--- src/rtl/fnd_pkg.sv ---
// fnd_pkg: shared constants and helpers for the 7-segment scan driver
package fnd_pkg;

    // Bit position of the decimal point inside the 8-bit segment bus.
    localparam int SEG_DP = 7;

    // Active-high segment patterns (bit0..6 = a..g) for hex digits 0..F.
    localparam logic [6:0] HEX_SEG [16] = '{
        7'h3F, 7'h06, 7'h5B, 7'h4F, 7'h66, 7'h6D, 7'h7D, 7'h07,
        7'h7F, 7'h6F, 7'h77, 7'h7C, 7'h39, 7'h5E, 7'h79, 7'h71
    };

    // Number of bits needed to hold values 0..n-1; never less than 1.
    function automatic int clog2(input int n);
        int r;
        r = 0;
        for (int v = n - 1; v > 0; v = v >> 1)
            r = r + 1;
        return (r < 1) ? 1 : r;
    endfunction

endpackage

--- src/rtl/fnd_scan_ctrl_hex7seg.sv ---
// hex7seg_decoder: combinational hex nibble to active-high 7-segment pattern
module hex7seg_decoder
    import fnd_pkg::*;
(
    input  logic [3:0] nibble,
    output logic [6:0] seg
);

    assign seg = HEX_SEG[nibble];

endmodule

--- src/rtl/fnd_scan_ctrl.sv ---
// fnd_scan_ctrl: time-multiplexed 7-segment scan driver with double-buffered, tear-free frame loading
module fnd_scan_ctrl
    import fnd_pkg::*;
#(
    parameter int N_DIGITS       = 8,
    parameter int SCAN_DIV       = 1000,
    parameter bit SEG_ACTIVE_LOW = 1'b1,
    parameter bit DIG_ACTIVE_LOW = 1'b1
) (
    input  logic                       clk,
    input  logic                       reset,
    input  logic                       enable,
    input  logic                       load,
    input  logic [4*N_DIGITS-1:0]      value,
    input  logic [N_DIGITS-1:0]        dp,
    input  logic                       blank_lz,
    output logic [N_DIGITS-1:0]        digit,
    output logic [7:0]                 fnd,
    output logic [clog2(N_DIGITS)-1:0] scan_idx,
    output logic                       frame_done
);

    localparam int IW = clog2(N_DIGITS);
    localparam int PW = clog2(SCAN_DIV);
    localparam logic [IW-1:0]       LAST_IDX = IW'(N_DIGITS - 1);
    localparam logic [PW-1:0]       LAST_CNT = PW'(SCAN_DIV - 1);
    localparam logic [N_DIGITS-1:0] DIG_OFF  = {N_DIGITS{DIG_ACTIVE_LOW}};
    localparam logic [7:0]          SEG_OFF  = {8{SEG_ACTIVE_LOW}};

    logic [PW-1:0]         prescale;
    logic                  tick;
    logic                  wrap;
    logic [4*N_DIGITS-1:0] active_val;
    logic [N_DIGITS-1:0]   active_dp;
    logic [4*N_DIGITS-1:0] pend_val;
    logic [N_DIGITS-1:0]   pend_dp;
    logic                  pend_valid;
    logic [N_DIGITS-1:0]   lz;
    logic [3:0]            nibble;
    logic [6:0]            seg;
    logic [N_DIGITS-1:0]   digit_raw;
    logic [7:0]            fnd_raw;

    assign tick   = enable && (prescale == LAST_CNT);
    assign wrap   = tick && (scan_idx == LAST_IDX);
    assign nibble = active_val[{scan_idx, 2'b00} +: 4];

    hex7seg_decoder u_dec (
        .nibble (nibble),
        .seg    (seg)
    );

    // Prescaler and digit index; both freeze in place while scanning is disabled.
    always_ff @(posedge clk) begin
        if (!reset) begin
            prescale   <= '0;
            scan_idx   <= '0;
            frame_done <= 1'b0;
        end else begin
            if (enable)
                prescale <= tick ? '0 : prescale + 1'b1;
            if (tick)
                scan_idx <= wrap ? '0 : scan_idx + 1'b1;
            frame_done <= wrap;
        end
    end

    // Double buffer: loads land in pending and are promoted only at a frame wrap,
    // so a frame is never drawn from a mix of old and new data.
    always_ff @(posedge clk) begin
        if (!reset) begin
            active_val <= '0;
            active_dp  <= '0;
            pend_val   <= '0;
            pend_dp    <= '0;
            pend_valid <= 1'b0;
        end else begin
            if (load) begin
                pend_val <= value;
                pend_dp  <= dp;
            end
            if (wrap && load) begin
                active_val <= value;
                active_dp  <= dp;
            end else if (wrap && pend_valid) begin
                active_val <= pend_val;
                active_dp  <= pend_dp;
            end
            pend_valid <= wrap ? 1'b0 : (load || pend_valid);
        end
    end

    // Leading-zero mask: digit i is a leading zero when it and every digit above it are 0.
    always_comb begin
        logic zero_run;
        zero_run = 1'b1;
        lz       = '0;
        for (int i = N_DIGITS - 1; i > 0; i--) begin
            zero_run = zero_run && (active_val[4*i +: 4] == 4'h0);
            lz[i]    = zero_run;
        end
    end

    // Active-high digit select and segment image for the currently indexed digit.
    always_comb begin
        digit_raw           = '0;
        digit_raw[scan_idx] = 1'b1;
        fnd_raw             = '0;
        fnd_raw[6:0]        = (blank_lz && lz[scan_idx]) ? 7'h00 : seg;
        fnd_raw[SEG_DP]     = active_dp[scan_idx];
    end

    // Registered pin drivers with polarity applied; dark whenever scanning is disabled.
    always_ff @(posedge clk) begin
        if (!reset) begin
            digit <= DIG_OFF;
            fnd   <= SEG_OFF;
        end else begin
            digit <= enable ? (digit_raw ^ DIG_OFF) : DIG_OFF;
            fnd   <= enable ? (fnd_raw ^ SEG_OFF) : SEG_OFF;
        end
    end

endmodule

--- config.mk ---
export PLATFORM = sky130hd
export DESIGN_NAME = fnd_scan_ctrl
export DESIGN_NICKNAME = d
export VERILOG_FILES = /design/src/rtl/fnd_pkg.sv /design/src/rtl/fnd_scan_ctrl_hex7seg.sv /design/src/rtl/fnd_scan_ctrl.sv
export SDC_FILE = /design/constraint.sdc
export NUM_CORES = 1
export LEC_CHECK = 0
export CAP_MARGIN = 30
export CORE_MARGIN = 10
export CORE_UTILIZATION = 59
export DETAILED_ROUTE_END_ITERATION = 10
export PLACE_DENSITY = 0.95
export SYNTH_ARGS = -nofsm -noshare
export SYNTH_HDL_FRONTEND = slang
export SYNTH_SLANG_ARGS = --single-unit
--- constraint.sdc ---
create_clock -name clk -period 4.7 [get_ports clk]
set_input_delay 0.94 -clock clk [delete_from_list [all_inputs] [get_ports clk]]
set_output_delay 0.94 -clock clk [all_outputs]
set_load 0.1 [all_outputs]
==> results.json <==
{
  "p_int_mw": 1.34,
  "fin_crit_sh_pct": 74.2,
  "cts_buffers": 9,
  "fin_setup_tns_ns": 0,
  "outcome": "completed",
  "worstHoldEndpoint": "active_val[2]$_SDFFE_PN0P_",
  "die_y_um": 111,
  "fmax_mhz": 287,
  "drive_gt1_share_pct": 6.20,
  "ff2ff_setup_slack_ns": 1.68,
  "crit_fanout": 19,
  "wl_um": 10500,
  "final_util_pct": 70.9,
  "r2r.worst_path.cells": 8,
  "grt_pass1_wl_um": 16900,
  "synthCells": 502,
  "clkLatencyLatePin_ns": 0.37,
  "remaining_drc_errors": 0,
  "final_antenna_net_count": 0,
  "nNetsFinal": 597,
  "first_pass_iters": 5,
  "critPathCaptureType": "output pin",
  "post_cts_buffers": 0,
  "worst_setup_path_start_kind": "register",
  "hold_path_class": "register to register",
  "start_util_pct": 60.2,
  "p_per_area_nw_per_um2": 303,
  "clkPwrFrac_pct": 35.5,
  "hp-start": "active_val[2]$_SDFFE_PN0P_",
  "cts_tree": "yes",
  "setup_viol": 0,
  "ys_async_sr_fraction_pct": 0,
  "cp.buffers_inverters": 1,
  "die_area_um2": 12400,
  "cts_sinks": 111,
  "crit_family": "buffers and inverters",
  "syn_to_final_growth_pct": 17.8,
  "grt.overflow.total": 0,
  "p_sw_share_pct": 23.7,
  "seq_area_frac_synth_pct": 45.1,
  "seq_area_um2": 2220,
  "drv_cap": 0,
  "syn_avg_cell_area_um2": 9.81,
  "place.gp.congestion": 0.856,
  "fillers": 554,
  "num_antenna_cells": 0,
  "crit_required_ns": 3.76,
  "combPwrFrac_pct": 8.8,
  "cts-resized-gates": 0,
  "ctsHoldBuffers": 0,
  "fp.dieW_um": 111,
  "port_buffers": 64,
  "relSlewSlack_pct": 34.5,
  "arrival_ns": 2.55,
  "post_drt_wl_per_cell_um": 16.1,
  "place_ws_ns": 1.05,
  "netSwitchingPower_mw": 0.416,
  "yosys_register_bits": 111,
  "clk_pin_slew_ns": 0.10,
  "clockBufferDepth": 2,
  "tightest_slew_ns": 0.980,
  "yosysMostFrequentCell": "dfxtp_1",
  "first_global_vias": 3662,
  "synthesis.nets": 556,
  "skew_ns": 0.00761,
  "critPathMaxStageDelay_ns": 1.28,
  "min_path_cells": 1,
  "netlist_top_cells_count": "dfxtp_1, nor2b_1, nand2_1",
  "netlist.area_leader.share_pct": 45.1,
  "p_seq_share_pct": 55.7,
  "ir_drop_uv": 188,
  "grt_max_degree": 94,
  "h-tree-depth": 3,
  "synth_area_leaders": "dfxtp_1, mux2i_1, o211a_1",
  "slew_viol_final": 0,
  "crit_type": "register to output pin",
  "drtIter0Drc": 263,
  "min_period_ns": 3.49,
  "ys_types": 43,
  "vias_per_cell": 5.76,
  "clockRootBuffer": "clkbuf_8",
  "yosysTopAreaCell": "dfxtp_1",
  "antenna_found_initial": 0,
  "synth_area_um2": 4920,
  "yosys_warnings": 0,
  "core_area_um2": 8180,
  "ios": 65,
  "final.setup.worst_slack_ns": 1.21,
  "holdWs_ns": 0.508,
  "via_count": 3760,
  "multiInputGateArea_um2": 2490,
  "path_cells": "clkdlybuf4s50_1",
  "hold_viol": 0,
  "rsz0062_at_grt": "false",
  "placementRows": 33,
  "r2r_start": "scan_idx[0]$_SDFFE_PN0P_",
  "p_total_mw": 1.75,
  "synth-edff-count": 0,
  "hpwl_um": 7330,
  "cpMaxStageDelayCell": "clkdlybuf4s50_1",
  "r2r-end": "fnd[5]$_SDFF_PN1_",
  "p_leak_nw": 2.61,
  "synthFlopType": "dfxtp_1",
  "track_usage_pct": 15.9
}
## worst max-delay path by stage
stage	start	to	slack (ns)	cells after the start
after floorplan	scan_idx[0]$_SDFFE_PN0P_	fnd[5]$_SDFF_PN1_	1.63	10
after global placement	enable	active_val[21]$_SDFFE_PN0P_	1.20	7
after detailed placement	enable	active_val[20]$_SDFFE_PN0P_	1.05	7
after CTS	scan_idx[0]$_SDFFE_PN0P_	scan_idx[0]	1.20	1
after global routing	scan_idx[0]$_SDFFE_PN0P_	scan_idx[0]	1.07	1
final	scan_idx[0]$_SDFFE_PN0P_	scan_idx[0]	1.21	1
## routing by layer
layer / GRT usage [%] / wire, µm
met3: 4.78 / 743
met1: 18.8 / 4480
met4: 5.40 / 174
met5: 0 / 0
met2: 26.9 / 5140
## worst reg2reg max path: cells and delay by family (launching register included)
kind	cells	cell delay (ns)
buffers and inverters	2	0.27
muxes	2	1.16
and+or+nand+nor	2	0.16
DFF	1	0.89
adders and majority gates	1	0.23
AOI/OAI and AO/OA	1	0.20
## cells in the final DEF (no fill, tap or decap), drive strengths merged, types with 10 or more instances in the layout
cell / count
inv: 14
mux4: 10
dfxtp: 111
nand3b: 10
o21ai: 24
nor2b: 46
o211a: 31
mux2i: 45
nand2: 45
nor2: 35
clkdlybuf4s50: 62
nand3: 12
a31oi: 10
## flip-flops by register name, indices dropped and copies added (netlist names)
name        count
pend_valid      1
pend_dp         8
fnd             8
digit           8
active_dp       8
pend_val       32
prescale       10
active_val     32
scan_idx        3
frame_done      1
## per-stage QoR
stage / std cells / area, µm²
6_report: 653 / 5800
5_1_grt: 653 / 5800
4_1_cts: 652 / 5780
3_5_place_dp: 636 / 5560
3_3_place_gp: 636 / 5560
2_1_floorplan: 502 / 4920
## power groups by stage
stage	Combinational [mW]	Clock, mW	Sequential (mW)
2_1_floorplan	0.0763	0	1.02
3_3_place_gp	0.150	0	0.997
3_5_place_dp	0.154	0	0.998
4_1_cts	0.155	0.629	0.977
5_1_grt	0.167	0.661	0.980
6_report	0.155	0.623	0.977
## logic make-up (layout without fill, tap and decap cells)
group / Yosys count / in the layout / share of synthesized area, %
adders and majority gates: 9 / 9 / 2.29
AOI/OAI and AO/OA: 82 / 82 / 12.5
buffers and inverters: 53 / 99 / 4.50
muxes: 57 / 57 / 14.9
and+or+nand+nor: 181 / 181 / 19.1
xor gates and xnor gates: 9 / 9 / 1.60
DFF: 111 / 111 / 45.1
## final cells by class
type | instances | area share (%)
clock buffers | 9 | 2.14
flip-flops and latches | 111 | 38.3
well taps | 105 | 2.27
clock inverters | 7 | 1.68
inverters | 14 | 0.907
repair buffers | 69 | 11.7
multi-input cells | 338 | 42.9
Note: power is estimated with default switching activity, not from simulation.
